[config.mk]
export PLATFORM = sky130hd
export DESIGN_NAME = gc_block_manager_flat
export DESIGN_NICKNAME = d
export VERILOG_FILES = /design/src/rtl/nvm_pkg.sv /design/src/rtl/gc_block_manager_if.sv /design/src/rtl/gc_block_manager_fifo.sv /design/src/rtl/gc_block_manager.sv /design/src/flat_wrapper.sv
export SDC_FILE = /design/constraint.sdc
export NUM_CORES = 1
export LEC_CHECK = 0
export CORE_UTILIZATION = 67
export CTS_CLUSTER_DIAMETER = 120
export DETAILED_ROUTE_END_ITERATION = 12
export PLACE_DENSITY = 0.86
export SLEW_MARGIN = 20
export SYNTH_ARGS = -nofsm -noshare
export SYNTH_HDL_FRONTEND = slang
export SYNTH_SLANG_ARGS = --single-unit
[constraint.sdc]
create_clock -name CLK -period 11.2 [get_ports CLK]
set_input_delay 2.24 -clock CLK [delete_from_list [all_inputs] [get_ports CLK]]
set_output_delay 2.24 -clock CLK [all_outputs]
set_load 0.03 [all_outputs]
[src/rtl/nvm_pkg.sv]
// Shared FTL types: default geometry, block/page index types and the GC state encoding.
package nvm_pkg;

    localparam int BLOCK_NUM = 16;
    localparam int PAGE_NUM  = 64;
    localparam int BLOCK_W   = $clog2(BLOCK_NUM);
    localparam int PAGE_W    = $clog2(PAGE_NUM + 1);

    typedef logic [BLOCK_W-1:0] block_t;
    typedef logic [PAGE_W-1:0]  page_t;

    typedef enum logic [2:0] {
        ST_UNINIT,
        ST_INIT,
        ST_IDLE,
        ST_SCAN,
        ST_VICTIM
    } gc_state_t;

endpackage

[src/rtl/gc_block_manager_if.sv]
// Allocator / erase-engine facing signal bundle of the GC block manager.
interface gc_block_manager_if #(
    parameter int BLOCK_W = 4,
    parameter int CNT_W   = 4
);
    logic               init_start;
    logic               ready;
    logic               alloc_req;
    logic               alloc_ok;
    logic [BLOCK_W-1:0] alloc_blk;
    logic               recover_en;
    logic [BLOCK_W-1:0] recover_blk;
    logic               recover_err;
    logic               inval_en;
    logic [BLOCK_W-1:0] inval_blk;
    logic [BLOCK_W-1:0] open_blk;
    logic               gc_force;
    logic               victim_valid;
    logic [BLOCK_W-1:0] victim_blk;
    logic               victim_ack;
    logic               gc_busy;
    logic               gc_fail;
    logic [CNT_W-1:0]   free_cnt;

    modport slave (
        input  init_start, alloc_req, recover_en, recover_blk, inval_en, inval_blk,
               open_blk, gc_force, victim_ack,
        output ready, alloc_ok, alloc_blk, recover_err, victim_valid, victim_blk,
               gc_busy, gc_fail, free_cnt
    );

    modport master (
        output init_start, alloc_req, recover_en, recover_blk, inval_en, inval_blk,
               open_blk, gc_force, victim_ack,
        input  ready, alloc_ok, alloc_blk, recover_err, victim_valid, victim_blk,
               gc_busy, gc_fail, free_cnt
    );
endinterface

[src/rtl/gc_block_manager_fifo.sv]
// Circular FIFO of free block numbers; power-of-two depth so pointers wrap naturally.
module free_block_fifo #(
    parameter int DEPTH = 8,
    parameter int WIDTH = 4,
    parameter int CNT_W = $clog2(DEPTH + 1)
) (
    input  logic             CLK,
    input  logic             nRST,
    input  logic             push,
    input  logic [WIDTH-1:0] push_data,
    input  logic             pop,
    output logic [WIDTH-1:0] pop_data,
    output logic             full,
    output logic             empty,
    output logic [CNT_W-1:0] count
);
    localparam int PTR_W = $clog2(DEPTH);

    logic [WIDTH-1:0] mem_q [DEPTH];
    logic [PTR_W-1:0] head_q, tail_q;
    logic [CNT_W-1:0] count_q;
    logic             do_push, do_pop;

    assign full     = (count_q == CNT_W'(DEPTH));
    assign empty    = (count_q == '0);
    assign count    = count_q;
    assign pop_data = mem_q[head_q];
    assign do_pop   = pop && !empty;
    assign do_push  = push && (!full || do_pop);

    // NOTE: state registers use non-blocking assignments so every flop samples pre-edge values.
    always_ff @(posedge CLK or negedge nRST) begin
        if (!nRST) begin
            head_q  <= '0;
            tail_q  <= '0;
            count_q <= '0;
            // NOTE: storage is reset too, so the head reads block 0 straight out of reset.
            for (int i = 0; i < DEPTH; i++) mem_q[i] <= '0;
        end else begin
            if (do_push) begin
                mem_q[tail_q] <= push_data;
                tail_q        <= tail_q + 1'b1;
            end
            if (do_pop) head_q <= head_q + 1'b1;
            if (do_push && !do_pop)      count_q <= count_q + 1'b1;
            else if (do_pop && !do_push) count_q <= count_q - 1'b1;
        end
    end
endmodule

[src/rtl/gc_block_manager.sv]
// GC block manager: free-block pool, per-block invalid-page counters and victim scan FSM.
module gc_block_manager #(
    parameter int BLOCK_NUM  = nvm_pkg::BLOCK_NUM,
    parameter int PAGE_NUM   = nvm_pkg::PAGE_NUM,
    parameter int FIFO_DEPTH = 8,
    parameter int GC_LOW     = 2
) (
    input logic                CLK,
    input logic                nRST,
    gc_block_manager_if.slave  bus
);
    localparam int BLOCK_W = $clog2(BLOCK_NUM);
    localparam int PAGE_W  = $clog2(PAGE_NUM + 1);
    localparam int CNT_W   = $clog2(FIFO_DEPTH + 1);
    localparam int INIT_N  = (BLOCK_NUM < FIFO_DEPTH) ? BLOCK_NUM : FIFO_DEPTH;

    localparam logic [BLOCK_W-1:0] INIT_LAST = BLOCK_W'(INIT_N - 1);
    localparam logic [BLOCK_W-1:0] SCAN_LAST = BLOCK_W'(BLOCK_NUM - 1);
    localparam logic [PAGE_W-1:0]  PAGE_MAX  = PAGE_W'(PAGE_NUM);
    localparam logic [CNT_W-1:0]   LOW_MARK  = CNT_W'(GC_LOW);

    nvm_pkg::gc_state_t state_q, state_d;

    logic [BLOCK_W-1:0] init_idx_q, scan_idx_q, best_blk_q;
    logic [PAGE_W-1:0]  best_cnt_q;
    logic [PAGE_W-1:0]  inval_cnt_q [BLOCK_NUM];

    logic               ready, fifo_push, fifo_pop, fifo_full, fifo_empty;
    logic [BLOCK_W-1:0] fifo_din, fifo_dout;
    logic [CNT_W-1:0]   fifo_count;
    logic               ack_push, recover_ok, recover_err, gc_fail;
    logic [PAGE_W-1:0]  visit_cnt, final_cnt;
    logic               take;

    assign ready     = (state_q == nvm_pkg::ST_IDLE) || (state_q == nvm_pkg::ST_SCAN) ||
                       (state_q == nvm_pkg::ST_VICTIM);
    assign fifo_pop  = bus.alloc_req && ready && !fifo_empty;
    assign ack_push  = (state_q == nvm_pkg::ST_VICTIM) && bus.victim_ack;
    // The VICTIM state reserves the single push slot for the returning victim.
    assign recover_ok  = ready && bus.recover_en && (state_q != nvm_pkg::ST_VICTIM) &&
                         (!fifo_full || fifo_pop);
    assign recover_err = ready && bus.recover_en && !recover_ok;

    assign visit_cnt = inval_cnt_q[scan_idx_q];
    assign take      = (visit_cnt > best_cnt_q) && (scan_idx_q != bus.open_blk);
    assign final_cnt = take ? visit_cnt : best_cnt_q;

    always_comb begin
        fifo_push = 1'b0;
        fifo_din  = '0;
        if (state_q == nvm_pkg::ST_INIT) begin
            fifo_push = 1'b1;
            fifo_din  = init_idx_q;
        end else if (ack_push) begin
            fifo_push = 1'b1;
            fifo_din  = best_blk_q;
        end else if (recover_ok) begin
            fifo_push = 1'b1;
            fifo_din  = bus.recover_blk;
        end
    end

    free_block_fifo #(
        .DEPTH (FIFO_DEPTH),
        .WIDTH (BLOCK_W),
        .CNT_W (CNT_W)
    ) u_fifo (
        .CLK       (CLK),
        .nRST      (nRST),
        .push      (fifo_push),
        .push_data (fifo_din),
        .pop       (fifo_pop),
        .pop_data  (fifo_dout),
        .full      (fifo_full),
        .empty     (fifo_empty),
        .count     (fifo_count)
    );

    always_ff @(posedge CLK or negedge nRST) begin
        if (!nRST) state_q <= nvm_pkg::ST_UNINIT;
        else       state_q <= state_d;
    end

    // NOTE: every output of this block gets a default first, so no path can infer a latch.
    always_comb begin
        state_d = state_q;
        gc_fail = 1'b0;
        case (state_q)
            nvm_pkg::ST_UNINIT: if (bus.init_start) state_d = nvm_pkg::ST_INIT;
            nvm_pkg::ST_INIT:   if (init_idx_q == INIT_LAST) state_d = nvm_pkg::ST_IDLE;
            nvm_pkg::ST_IDLE:   if ((fifo_count < LOW_MARK) || bus.gc_force) state_d = nvm_pkg::ST_SCAN;
            nvm_pkg::ST_SCAN: begin
                if (scan_idx_q == SCAN_LAST) begin
                    if (final_cnt != '0) begin
                        state_d = nvm_pkg::ST_VICTIM;
                    end else begin
                        gc_fail = 1'b1;
                        state_d = nvm_pkg::ST_IDLE;
                    end
                end
            end
            nvm_pkg::ST_VICTIM: if (bus.victim_ack) state_d = nvm_pkg::ST_IDLE;
            default:            state_d = nvm_pkg::ST_UNINIT;
        endcase
    end

    always_ff @(posedge CLK or negedge nRST) begin
        if (!nRST) begin
            init_idx_q <= '0;
            scan_idx_q <= '0;
            best_blk_q <= '0;
            best_cnt_q <= '0;
        end else begin
            init_idx_q <= (state_q == nvm_pkg::ST_INIT) ? init_idx_q + 1'b1 : '0;
            if (state_q == nvm_pkg::ST_IDLE) begin
                scan_idx_q <= '0;
                best_blk_q <= '0;
                best_cnt_q <= '0;
            end else if (state_q == nvm_pkg::ST_SCAN) begin
                scan_idx_q <= scan_idx_q + 1'b1;
                if (take) begin
                    best_blk_q <= scan_idx_q;
                    best_cnt_q <= visit_cnt;
                end
            end
        end
    end

    // Clearing the acknowledged victim outranks a same-cycle invalidation of that block.
    always_ff @(posedge CLK or negedge nRST) begin
        if (!nRST) begin
            for (int i = 0; i < BLOCK_NUM; i++) inval_cnt_q[i] <= '0;
        end else begin
            for (int i = 0; i < BLOCK_NUM; i++) begin
                if (state_q == nvm_pkg::ST_INIT) begin
                    inval_cnt_q[i] <= '0;
                end else if (ack_push && (best_blk_q == BLOCK_W'(i))) begin
                    inval_cnt_q[i] <= '0;
                end else if (ready && bus.inval_en && (bus.inval_blk == BLOCK_W'(i)) &&
                             (inval_cnt_q[i] != PAGE_MAX)) begin
                    inval_cnt_q[i] <= inval_cnt_q[i] + 1'b1;
                end
            end
        end
    end

    assign bus.ready        = ready;
    assign bus.alloc_ok     = ready && !fifo_empty;
    assign bus.alloc_blk    = fifo_dout;
    assign bus.recover_err  = recover_err;
    assign bus.victim_valid = (state_q == nvm_pkg::ST_VICTIM);
    assign bus.victim_blk   = (state_q == nvm_pkg::ST_VICTIM) ? best_blk_q : '0;
    assign bus.gc_busy      = (state_q == nvm_pkg::ST_SCAN) || (state_q == nvm_pkg::ST_VICTIM);
    assign bus.gc_fail      = gc_fail;
    assign bus.free_cnt     = fifo_count;
endmodule

[src/flat_wrapper.sv]
// flat-port wrapper written by rule: the top's interface ports become plain ports
module gc_block_manager_flat 
#(
    parameter int BLOCK_NUM  = nvm_pkg::BLOCK_NUM,
    parameter int PAGE_NUM   = nvm_pkg::PAGE_NUM,
    parameter int FIFO_DEPTH = 8,
    parameter int GC_LOW     = 2
)
  (CLK, nRST, bus_init_start, bus_alloc_req, bus_recover_en, bus_recover_blk, bus_inval_en, bus_inval_blk, bus_open_blk, bus_gc_force, bus_victim_ack, bus_ready, bus_alloc_ok, bus_alloc_blk, bus_recover_err, bus_victim_valid, bus_victim_blk, bus_gc_busy, bus_gc_fail, bus_free_cnt);
  gc_block_manager_if #(.BLOCK_W((nvm_pkg::BLOCK_W)), .CNT_W(($clog2(8 + 1)))) bus_i ();
  input logic CLK;
  input logic nRST;
  input wire logic [$bits(bus_i.init_start)-1:0] bus_init_start;
  input wire logic [$bits(bus_i.alloc_req)-1:0] bus_alloc_req;
  input wire logic [$bits(bus_i.recover_en)-1:0] bus_recover_en;
  input wire logic [$bits(bus_i.recover_blk)-1:0] bus_recover_blk;
  input wire logic [$bits(bus_i.inval_en)-1:0] bus_inval_en;
  input wire logic [$bits(bus_i.inval_blk)-1:0] bus_inval_blk;
  input wire logic [$bits(bus_i.open_blk)-1:0] bus_open_blk;
  input wire logic [$bits(bus_i.gc_force)-1:0] bus_gc_force;
  input wire logic [$bits(bus_i.victim_ack)-1:0] bus_victim_ack;
  output wire logic [$bits(bus_i.ready)-1:0] bus_ready;
  output wire logic [$bits(bus_i.alloc_ok)-1:0] bus_alloc_ok;
  output wire logic [$bits(bus_i.alloc_blk)-1:0] bus_alloc_blk;
  output wire logic [$bits(bus_i.recover_err)-1:0] bus_recover_err;
  output wire logic [$bits(bus_i.victim_valid)-1:0] bus_victim_valid;
  output wire logic [$bits(bus_i.victim_blk)-1:0] bus_victim_blk;
  output wire logic [$bits(bus_i.gc_busy)-1:0] bus_gc_busy;
  output wire logic [$bits(bus_i.gc_fail)-1:0] bus_gc_fail;
  output wire logic [$bits(bus_i.free_cnt)-1:0] bus_free_cnt;
  assign bus_i.init_start = bus_init_start;
  assign bus_i.alloc_req = bus_alloc_req;
  assign bus_i.recover_en = bus_recover_en;
  assign bus_i.recover_blk = bus_recover_blk;
  assign bus_i.inval_en = bus_inval_en;
  assign bus_i.inval_blk = bus_inval_blk;
  assign bus_i.open_blk = bus_open_blk;
  assign bus_i.gc_force = bus_gc_force;
  assign bus_i.victim_ack = bus_victim_ack;
  assign bus_ready = bus_i.ready;
  assign bus_alloc_ok = bus_i.alloc_ok;
  assign bus_alloc_blk = bus_i.alloc_blk;
  assign bus_recover_err = bus_i.recover_err;
  assign bus_victim_valid = bus_i.victim_valid;
  assign bus_victim_blk = bus_i.victim_blk;
  assign bus_gc_busy = bus_i.gc_busy;
  assign bus_gc_fail = bus_i.gc_fail;
  assign bus_free_cnt = bus_i.free_cnt;
  gc_block_manager #(.BLOCK_NUM(BLOCK_NUM), .PAGE_NUM(PAGE_NUM), .FIFO_DEPTH(FIFO_DEPTH), .GC_LOW(GC_LOW)) u_core (.CLK(CLK), .nRST(nRST), .bus(bus_i));
endmodule
Yosys cells after proc, flatten, opt, wreduce, memory -nomap -nowiden. Cells that the tools add are included.

Register bits: 176. Input bits: 20. Output and inout bits: 18. Word-level logic and storage cells: 308.

$add $sub $neg: 22. $lt $le $gt $ge: 6. Equality and inequality tests: 60. Mux-type cells: 85. Bitwise logic cells: 3. Reductions and logical operators: 100.

Operators with widths (number): 7-bit 2-to-1 mux (53); 7-bit by 1-bit adder with 7-bit output (second input constant) (16); 7-bit inequality test (second input constant) (16); 4-bit equality test (second input constant) (18); 1-bit logical AND (63); 4-bit 2-to-1 mux (15); 3-bit nonzero test (16); 4-bit by 3-bit equality test with 1-bit output (second input constant) (9); 32-bit bitwise mux (1); 7-bit binary-select mux with 4-bit select (1); 3-bit 2-to-1 mux (6); 4-bit by 2-bit equality test with 1-bit output (second input constant) (4); 3-bit case mux with 5 select lines (1); 4-bit by 1-bit adder with 4-bit output (second input constant) (3); 4-bit binary-select mux with 3-bit select (1); 4-bit demux with 3-bit select (1); 4-bit logical NOT (3); 4-bit by 1-bit equality test with 1-bit output (second input constant) (2); 4-bit >= comparator (second input constant) (2); 2-bit inequality test (second input constant) (4); 3-bit NOT with 4-bit output (2); 7-bit > comparator (1); 7-bit nonzero test (1); 3-bit by 1-bit adder with 3-bit output (second input constant) (2); 18 further kinds (35).

Logic depth before layout (Yosys ltp).
Word-level depth: 15. Gate-level depth with buffers: 15. Mapped depth without buffers: 13.

Hierarchy. From an unflattened synthesis, not the netlist that was laid out.

Cells, all modules: 1006. Area total of the unflattened synthesis: 10577.6 µm².

By module, submodules not included: gc_block_manager (times used 1, cells an instance 862, area each 8378.0 µm², seq. area each 3353.2 µm²); free_block_fifo (times used 1, cells an instance 144, area each 2199.6 µm², seq. area each 1051.0 µm²).

Worst setup path before layout. OpenSTA, ideal clock, no wires.

Path kind: input port to output port. Start point: input bus_open_blk[3]. End point: output bus_gc_fail. Arrival time: 3.302 ns. Data required time: 8.960 ns. Slack: 5.658 ns. Stages on the path: 6. Path through: xnor2_1 nand4_1 o211a_1 o31ai_1 nor4_2 o21ba_2.

Cells in the longest elaborated chain, start to end: 7.

Ends and longest elaborated chain: start: declaration (line flat_wrapper.sv:19) `input wire logic [$bits(bus_i.open_blk)-1:0] bus_open_blk;`; 4-bit inequality test (line gc_block_manager.sv:45) `assign take = (visit_cnt > best_cnt_q) && (scan_idx_q != bus.open_blk);`; 1-bit logical AND (line gc_block_manager.sv:45); 7-bit 2-to-1 mux (line gc_block_manager.sv:46) `assign final_cnt = take ? visit_cnt : best_cnt_q;`; 7-bit nonzero test (line gc_block_manager.sv:94) `if (final_cnt != '0) begin`; 1-bit 2-to-1 mux (line gc_block_manager.sv:94); 1-bit 2-to-1 mux (line gc_block_manager.sv:93) `if (scan_idx_q == SCAN_LAST) begin`; 1-bit 2-to-1 mux (line gc_block_manager.sv:88) `case (state_q)`; end: declaration (line flat_wrapper.sv:29) `output wire logic [$bits(bus_i.gc_fail)-1:0] bus_gc_fail;`.

Every way passes these cells.

Worst setup path after layout.
Start point: register u_core.scan_idx_q[0]. End point: output bus_gc_fail.

Cells in the longest elaborated chain, start to end: 11. Elaborated cells on any way between the ends: 13.

Ends and longest elaborated chain: start: declaration (line gc_block_manager.sv:24) `logic [BLOCK_W-1:0] init_idx_q, scan_idx_q, best_blk_q;`; start signal: assignment (line gc_block_manager.sv:120) `scan_idx_q <= scan_idx_q + 1'b1;`; 4-bit NOT with 5-bit output (not written as such) (line gc_block_manager.sv:44) `assign visit_cnt = inval_cnt_q[scan_idx_q];`; 7-bit binary-select mux with 4-bit select (line gc_block_manager.sv:44); 7-bit 2-to-1 mux (not written as such) (2 in series) (line gc_block_manager.sv:44); 7-bit > comparator (line gc_block_manager.sv:45); 1-bit logical AND (line gc_block_manager.sv:45); 7-bit 2-to-1 mux (line gc_block_manager.sv:46); 7-bit nonzero test (line gc_block_manager.sv:94); 1-bit 2-to-1 mux (line gc_block_manager.sv:94); 1-bit 2-to-1 mux (*) (line gc_block_manager.sv:93); 1-bit 2-to-1 mux (*) (line gc_block_manager.sv:88).

Every way passes the cells marked *; elsewhere a longest branch is shown, timed or not. The select of a mux whose other input is x is not followed.

==> out/results.tsv <==
stage	metric	value	unit
detailed_routing	Iter 0 DRT Violations	883	
detailed_routing	Antenna Nets Post-Route	0	
min_path	worst hold-check path type	reg -> reg	
grt	GR Util met1	43.8	%
timing	maximum clock frequency	145	MHz
synthesis	most frequent cells after synthesis	176 x dfrtp_1, 142 x nor2_1, 70 x nand2_1, 64 x inv_1, 61 x xnor2_1	
final_layout	fin nets	1093	
timing	clk_skew	9.32	ps
clock_tree	H-tree levels	4	
die	Initial Util	68.7	%
worst_setup_path	critical path required time	8960	ps
worst_setup_path	Crit. End Element	output pin	
timing	Worst-Margin Slew	954	ps
power	P_leak	4.92	nW
timing	Slew Limit Headroom	36.4	%
grt	GRT overflow	0	
synthesis	Syn Nets	1057	
detailed_routing	DR WL/cell	20.1	µm
detailed_routing	Vias	7938	
worst_setup_path	Worst Path Max Fanout	36	
grt	busiest grt layer	met2	
synthesis	Synth top area share	42.0	%
synthesis	YS warnings	0	
worst_setup_path	Crit Path Category	reg -> out	
clock_tree	post-CTS setup buffer count	0	
timing	min cycle time layout	6890	ps
min_path	Worst Hold Depth	1	
final_layout	Final Non-Filler Cells	1248	
timing	RSZ-0062 raised after global routing	false	
synthesis	largest area contributor in the netlist	dfrtp_1	
clock_tree	root buffer cell	clkbuf_16	
timing	fin crit share	61.5	%
detailed_routing	vias per inst	6.36	
clock_tree	CTS Buf Count	17	
die	Chip Width	127	µm
clock_tree	post-cts resize count	0	
detailed_routing	TritonRoute pass-1 iters	5	
final_layout	Syn-to-layout area delta	10.3	%
final_layout	Antenna diodes	0	
grt	initial antenna violation count	0	
synthesis	Post-synth EDFFs	0	
synthesis	Mean Syn Cell Area	10.6	µm²
grt	met2 Use GR	54.6	%
final_layout	number of fill cells in the layout	971	
synthesis	Cells after Synth	990	
final_layout	Reg area	4410	µm²
synthesis	register bit count reported by yosys	176	
die	# IOs	38	
placement	input/output buffers	37	
final_layout	layout cell share with drive strength beyond 1	11.3	%
synthesis	Unique masters post-synth	67	
timing	Hold Violations, Final	0	
placement	gp weighted congestion	0.947	
clock_tree	Worst-path clk slew	70	ps
die	core footprint	15300	µm²
power	VDD IR max	0.000138	V
timing	total negative slack	0	ps
outcome	status	finished clean	
detailed_routing	WL final	25100	µm
placement	dpl cells	1218	
synthesis	prevailing post-synth register cell	dfrtp_1	
worst_setup_path	Critical Path Start Type	register	
clock_tree	CTS Sinks	176	
die	# rows	45	
grt	number of global-route vias before repair	7931	
synthesis	top cells by area, synth	dfrtp_1 42%, mux4_2 6.9%, ha_1 5.5%	
detailed_routing	DRC	0	
grt	global-route wire length before repair	41200	µm
grt	GRT Total Usage	33.4	%
die	Die ar.	16200	µm²
synthesis	ys async rst share	100	%
power	pwr dens	192	nW/µm²
synthesis	sequential fraction of the synthesis area	42.0	%
grt	largest net degree at the start of global routing	71	
die	die height	127	µm
clock_tree	Clock Latency Late Sink	440	ps
clock_tree	TritonCTS clock tree	yes	
grt	met3 Use GR	7.04	%
synthesis	top-count cell post-synth	dfrtp_1	
run	MaxCap Viol Count	0	
clock_tree	hold buffer count at cts	0	
worst_setup_path	Arr. time, crit path	4650	ps
timing	Setup violations, final	0	
timing	Slew Viols, Final	0	
placement	HPWL Detailed	17400	µm
clock_tree	Clock Path Buffers	2	
final_layout	multi-input logic area	5690	µm²
synthesis	post-synthesis cell area	10500	µm²
worst_setup_path	reg2reg path depth	11	
## report_power, final
part	internal [W]	total, W	switching (W)
clock network	0.000310	0.000577	0.000268
registers	0.000728	0.000836	0.000108
logic	0.000340	0.000803	0.000463
## routing by layer
metal,routed length [µm],up-vias
met5,0,-
met4,835,0
li1,-,3585
met2,12200,376
met1,10200,3902
met3,1890,75
## logic make-up after synthesis
| logic type | after synthesis | synth area share [%] |
|---|---|---|
| buffers and inverters | 89 | 3.69 |
| muxes | 101 | 13.9 |
| adders and majority gates | 47 | 5.68 |
| and+or+nand+nor | 379 | 18.4 |
| AOI/OAI and AO/OA | 90 | 7.27 |
| xor gates and xnor gates | 108 | 9.02 |
| DFF | 176 | 42.0 |
## state kept, by name, indices dropped and copies added (netlist names)
name	flops
u_core.state_q	3
u_core.scan_idx_q	4
u_core.best_blk_q	4
u_core.best_cnt_q	7
u_core.u_fifo.tail_q	3
u_core.init_idx_q	4
u_core.u_fifo.mem_q	32
u_core.u_fifo.count	4
u_core.inval_cnt_q	112
u_core.u_fifo.head_q	3
## layout by cell type, fill, tap and decap left out, types with 7 or more instances in the layout
cell,n
nand2b_1,7
a31oi_1,8
a22o_1,10
nor2_1,142
ha_1,46
nand4_1,24
o21ai_1,17
xor2_1,47
nor3_1,13
mux2i_1,30
inv_1,64
nor4_2,7
mux4_2,32
dfrtp_1,175
mux2_2,25
and3_1,20
mux2_1,14
nand3b_1,8
nand2_1,70
clkdlybuf4s50_1,36
nand3_1,32
nor4b_1,16
clkbuf_16,17
a22oi_1,7
xnor2_1,61
## worst max-delay path, stage by stage, from the launching register on
cell and delay (ps):
dfrtp_2 380, buf_4 530, mux4_2 610, a22oi_1 240
nand2_1 110, ha_1 300, nor2b_1 140, o21a_1 170
o21a_1 180, o31ai_1 400, and3_1 290, o21ba_2 180
clkdlybuf4s50_1 670
## final timing paths
kind,slack (ps),to,start
hold / removal,480,u_core.u_fifo.mem_q[4],u_core.u_fifo.mem_q[4]
min in group asynchronous,1760,u_core.inval_cnt_q[17],nRST
hold reg to reg,480,u_core.u_fifo.mem_q[4],u_core.u_fifo.mem_q[4]
setup / recovery,4310,bus_gc_fail,u_core.scan_idx_q[0]
setup reg to reg,7290,u_core.best_cnt_q[5],u_core.scan_idx_q[0]
max in group asynchronous,7560,u_core.scan_idx_q[0],nRST
## metrics by stage
step / power, W / util [%] / hold WS [ps] / setup WS [ps] / cell area, µm²
4_1_cts: 0.00222 / 75.8 / 487 / 4340 / 11600
5_1_grt: 0.00233 / 75.8 / 505 / 4080 / 11600
3_3_place_gp: 0.00159 / 72.2 / 466 / 4520 / 11000
3_5_place_dp: 0.00163 / 72.2 / 472 / 4410 / 11000
6_report: 0.00222 / 75.8 / 483 / 4310 / 11600
2_1_floorplan: 0.00141 / - / 446 / 5660 / 10500
## final cells by class
type	count	share of cell area (%)
well taps	211	2.28
repair buffers	41	3.47
clock buffers	17	3.68
flip-flops and latches	176	38.1
clock inverters	13	1.12
inverters	65	2.15
multi-input cells	725	49.2
(Power assumes the default switching activity.)
